### config.mk
export PLATFORM = sky130hd
export DESIGN_NAME = game_ctl
export DESIGN_NICKNAME = d
export VERILOG_FILES = /design/src/rtl/game_ctl.sv
export SDC_FILE = /design/constraint.sdc
export NUM_CORES = 1
export LEC_CHECK = 0
export BUFFER_PORTS_ARGS = -buffer_cell sky130_fd_sc_hd__buf_2
export CAP_MARGIN = 10
export CORE_ASPECT_RATIO = 0.6
export CORE_MARGIN = 5
export CORE_UTILIZATION = 58
export CTS_CLUSTER_DIAMETER = 120
export DETAILED_ROUTE_END_ITERATION = 8
export GPL_TIMING_DRIVEN = 0
export PLACE_DENSITY = 0.81
export SLEW_MARGIN = 10
export SYNTH_ARGS = -nofsm -noshare
export SYNTH_HDL_FRONTEND = slang
export SYNTH_SLANG_ARGS = --single-unit
### constraint.sdc
create_clock -name pclk -period 5.43 [get_ports pclk]
set_clock_uncertainty 0.2 [all_clocks]
set_input_delay 1.086 -clock pclk [delete_from_list [all_inputs] [get_ports pclk]]
set_output_delay 1.086 -clock pclk [all_outputs]
set_load 0.01 [all_outputs]
### src/rtl/game_ctl.sv
// game_ctl: breakout-style game sequencer. Turns mouse clicks, ball height
// and the live-block mask into the game state, lives, score and a board
// reload pulse for the board stage.
`timescale 1ns/1ps
module game_ctl #(
   parameter int LIVES_INIT = 3,
   parameter int FLOOR_Y    = 760,
   parameter int LOST_DELAY = 65_000_000
) (
   input  logic        pclk,
   input  logic        reset,
   input  logic        mouse_left,
   input  logic [11:0] ball_y,
   input  logic [15:0] blocks,
   output logic [2:0]  state,
   output logic        ball_hold,
   output logic [1:0]  lives,
   output logic [7:0]  score,
   output logic        board_reload
);

   typedef enum logic [2:0] {
      S_SERVE = 3'd0,
      S_PLAY  = 3'd1,
      S_LOST  = 3'd2,
      S_OVER  = 3'd3,
      S_WIN   = 3'd4
   } state_t;

   localparam logic [1:0]  LIVES_RST  = 2'(LIVES_INIT);
   localparam logic [11:0] FLOOR      = 12'(FLOOR_Y);
   localparam logic [26:0] DELAY_LAST = 27'(LOST_DELAY - 1);

   state_t      state_reg, state_next;
   logic [1:0]  lives_reg, lives_next;
   logic [7:0]  score_reg, score_next;
   logic        board_reload_reg, board_reload_next;
   logic [26:0] delay_cnt_reg, delay_cnt_next;
   logic [2:0]  sync_reg;       // [0] sync1, [1] sync2, [2] delay flop
   logic [15:0] blocks_q;
   logic        click;
   logic [15:0] cleared_mask;
   logic [4:0]  cleared_cnt;
   logic [8:0]  score_sum;
   logic [7:0]  score_sat;

   // Synchronise the raw button and keep a delayed copy for edge detection.
   always_ff @(posedge pclk or negedge reset) begin
      if (!reset) begin
         sync_reg <= 3'b000;
      end else begin
         sync_reg <= {sync_reg[1:0], mouse_left};
      end
   end

   // One pulse per press: the synchronised level rose on the last edge.
   assign click = sync_reg[1] & ~sync_reg[2];

   // Remember last cycle's block mask so vanished blocks can be counted.
   always_ff @(posedge pclk or negedge reset) begin
      if (!reset) begin
         blocks_q <= 16'hFFFF;
      end else begin
         blocks_q <= blocks;
      end
   end

   assign cleared_mask = blocks_q & ~blocks;

   // Popcount of blocks that disappeared this cycle.
   always_comb begin
      cleared_cnt = 5'd0;
      for (int i = 0; i < 16; i++) begin
         cleared_cnt = cleared_cnt + {4'd0, cleared_mask[i]};
      end
   end

   // Saturating add so the score sticks at 255 instead of wrapping.
   assign score_sum = {1'b0, score_reg} + {4'd0, cleared_cnt};
   assign score_sat = score_sum[8] ? 8'hFF : score_sum[7:0];

   // State, lives, score, countdown and reload pulse registers.
   always_ff @(posedge pclk or negedge reset) begin
      if (!reset) begin
         state_reg        <= S_SERVE;
         lives_reg        <= LIVES_RST;
         score_reg        <= 8'd0;
         board_reload_reg <= 1'b0;
         delay_cnt_reg    <= 27'd0;
      end else begin
         state_reg        <= state_next;
         lives_reg        <= lives_next;
         score_reg        <= score_next;
         board_reload_reg <= board_reload_next;
         delay_cnt_reg    <= delay_cnt_next;
      end
   end

   // Next-state logic; scoring runs in every state, a restart clears it.
   always_comb begin
      state_next        = state_reg;
      lives_next        = lives_reg;
      score_next        = score_sat;
      board_reload_next = 1'b0;
      delay_cnt_next    = delay_cnt_reg;
      case (state_reg)
         S_SERVE: begin
            if (click) begin
               state_next = S_PLAY;
            end
         end
         S_PLAY: begin
            // An empty board wins even if the ball hits the floor this cycle.
            if (blocks == 16'h0000) begin
               state_next = S_WIN;
            end else if (ball_y >= FLOOR) begin
               if (lives_reg > 2'd1) begin
                  state_next     = S_LOST;
                  lives_next     = lives_reg - 2'd1;
                  delay_cnt_next = 27'd0;
               end else begin
                  state_next = S_OVER;
                  lives_next = 2'd0;
               end
            end
         end
         S_LOST: begin
            delay_cnt_next = delay_cnt_reg + 27'd1;
            if (delay_cnt_reg == DELAY_LAST) begin
               state_next = S_SERVE;
            end
         end
         S_OVER, S_WIN: begin
            if (click) begin
               state_next        = S_SERVE;
               lives_next        = LIVES_RST;
               score_next        = 8'd0;
               board_reload_next = 1'b1;
            end
         end
         default: begin
            state_next = S_SERVE;
         end
      endcase
   end

   assign state        = state_reg;
   assign ball_hold    = (state_reg != S_PLAY);
   assign lives        = lives_reg;
   assign score        = score_reg;
   assign board_reload = board_reload_reg;

endmodule

==> flow_summary.json <==
{
  "p_leak_nw": 1.736,
  "setup_viol": 0,
  "finalSetupTns_ns": 0,
  "portBuffers": 42,
  "cp_top_family": "adder cells",
  "drive_above_1_share": 0.3401,
  "cpPeakStageDelay_ns": 0.53,
  "drt_iter0_drc": 239,
  "period_minus_slack_ns": 5.240,
  "r2r_setup_slack_ns": 0.61,
  "n_antenna_cell": 0,
  "fp.dieW_um": 110.7,
  "path_class": "in2reg",
  "nNetsFinal": 441,
  "vias": 2842,
  "netlist_area_sq_um": 3526,
  "grt_max_degree": 61,
  "rsz0062_at_grt": "no",
  "status": "completed",
  "slew_headroom": 0.4907,
  "hold_end": "sync_reg[1]",
  "synth_common_cells": "dfrtp_1 (42), inv_1 (22), a21oi_1 (19), nor2_1 (19), dfstp_2 (18)",
  "path_depth": 16,
  "ios": 46,
  "clk_latency_ns": 0.34,
  "top_usage_layer": "met1",
  "grt.total_usage": 0.2220,
  "crit_path_top_delay_cell": "fa_1",
  "place_congestion": 0.8634,
  "use_met1": 0.3380,
  "synth_area_leaders": "dfrtp_1 (30%), dfstp_2 (13%), fa_1 (6.8%)",
  "grtUsageMet2": 0.2964,
  "core_area_sq_um": 6001,
  "wire_per_inst_um": 17.03,
  "largest_reg_flops": 27,
  "postRouteAntennaNets": 0,
  "async_flop_share": 1.000,
  "synth_flop_cell": "dfrtp_1",
  "tightest_slew_ns": 0.7640,
  "synth.most_common_cell": "dfrtp_1",
  "final.setup.worst_slack_ns": 0.1905,
  "synth-edff-count": 0,
  "die_h_um": 70.40,
  "synth-seq-cells": 60,
  "htree_levels": 3,
  "clkTransAtPathRegs_ns": 0.07,
  "placed_area_sq_um": 3844,
  "clockRootBuffer": "clkbuf_8",
  "cts_tree": "built",
  "critPathMostFrequentCell": "fa_1",
  "cts_buffers": 9,
  "r2r_cells": 14,
  "hold_class": "reg2reg",
  "hp-start": "sync_reg[0]",
  "dr.pass1.iters": 5,
  "cap_violations": 0,
  "synth_cell_type_count": 57,
  "yosysTopAreaCell": "dfrtp_1",
  "powerDensity_nw_per_um2": 370.8,
  "slew_viol_final": 0,
  "grt_pass1_wl_mm": 13.89,
  "dp_slack_ns": -0.3519,
  "met3_usage": 0.06580,
  "drc": 0,
  "die_area_sq_um": 7790,
  "critical_path_required_ns": 5.45,
  "max_freq_ghz": 0.1909,
  "cts_buffer_depth": 2,
  "syn_inst": 336,
  "vias_per_cell": 5.946,
  "hold_viol": 0,
  "arrival_ns": 5.26,
  "num_rows": 22,
  "synth_top_area_frac": 0.2981,
  "fin_crit_sh": 0.9649,
  "design_area_sq_um": 4023,
  "ir_drop_uv": 310.7,
  "cts.sinks": 60,
  "whs_path_depth": 0,
  "crit_fanout": 6,
  "overflow": 0,
  "final_util": 0.6704,
  "start_util": 0.5876,
  "syn-num-nets": 388,
  "area_growth_pct": 14.09,
  "postCtsSetupRepairBufs": 0,
  "worstPathCellList": "buf_2 -> nand2b_1 -> fa_1 -> inv_1 -> fa_1 -> inv_1 -> fa_1 -> inv_1 -> fa_1 -> fa_2 -> fa_1 -> a21o_1 -> a21oi_2 -> o21bai_1 -> nand2b_1 -> a21oi_1",
  "antenna_found_initial": 0,
  "dpl.hpwl_mm": 5.898,
  "grt_pass1_vias": 2773,
  "cp-end-kind": "register",
  "drt_wl_total_mm": 8.142,
  "ys_seq_area_frac": 0.4322,
  "critPathLaunchType": "input port",
  "r2r-end": "score[1]",
  "timing.rr.start": "blocks_q[0]",
  "p_total_mw": 1.492,
  "yosysWarnings": 0,
  "crit_buf_inv": 4,
  "syn_area_per_cell_sq_um": 10.49
}
[per-layer routing]
| layer | vias up | share of wire |
|---|---|---|
| li1 | 1328 | - |
| met1 | 1390 | 0.49 |
| met2 | 111 | 0.43 |
| met3 | 13 | 0.071 |
| met4 | 0 | 0.011 |
| met5 | - | 0 |
[cell type report]
cell class                      count  area (sq um)
Clock inverter                      7         43.79
Timing Repair Buffer               42         212.7
Fill cell                         498          1978
Buffer                             17         127.6
Inverter                           22         82.58
Multi-Input combinational cell    237          1803
Clock buffer                        9         123.9
Sequential cell                    60          1524
Tap cell                           84         105.1
[stage by stage]
stage               hold slack, ns  cells
finish                      0.1573    478
global route                0.1799    478
CTS                         0.1559    478
detailed placement          0.1405    462
global placement            0.1344    462
floorplan                   0.1312    336
[kinds of logic after synthesis]
| group | count (synthesis) | share of synthesized area |
|---|---|---|
| compound gates | 98 | 0.1984 |
| buf+inv | 39 | 0.05961 |
| xor+xnor | 4 | 0.009938 |
| simple gates | 114 | 0.1998 |
| flops | 60 | 0.4322 |
| fa+ha+maj | 21 | 0.1001 |
[power by group]
group          switching [mW]  internal, mW
registers              0.0276         0.499
logic                   0.344         0.271
clock network           0.188         0.162
[placed cells by master (no fill, tap or decap), drive strengths merged, types with 5 or more instances in the layout]
cell type and instances:
clkinv 5, nand4 14, o21ai 39, buf 59, inv 22, nor4 7, a21o 5, a21oi 19
dfstp 18, o31ai 6, nand2 17, clkbuf 9, nand3 13, dfrtp 42, a31oi 9, and3 5
nor2 19, nor3 8, ha 9, nor2b 12, nand2b 8, fa 12
[worst max-delay path by stage]
stage	to	slack (ns)	from
floorplan	score[6]	0.09	blocks[10]
global placement	score[5]	-0.28	blocks[10]
detailed placement	score[6]	-0.35	blocks[10]
CTS	score[6]	0.01	blocks[10]
global route	score[5]	0.02	blocks[10]
finish	score[1]	0.19	blocks[10]
[timing repair]
action	4_1_cts	5_1_grt
hold buffers	0	0
gates resized for setup	0	3
setup endpoints to repair	0	8
endpoints found under the hold margin	0	0
(Power assumes the default switching activity.)
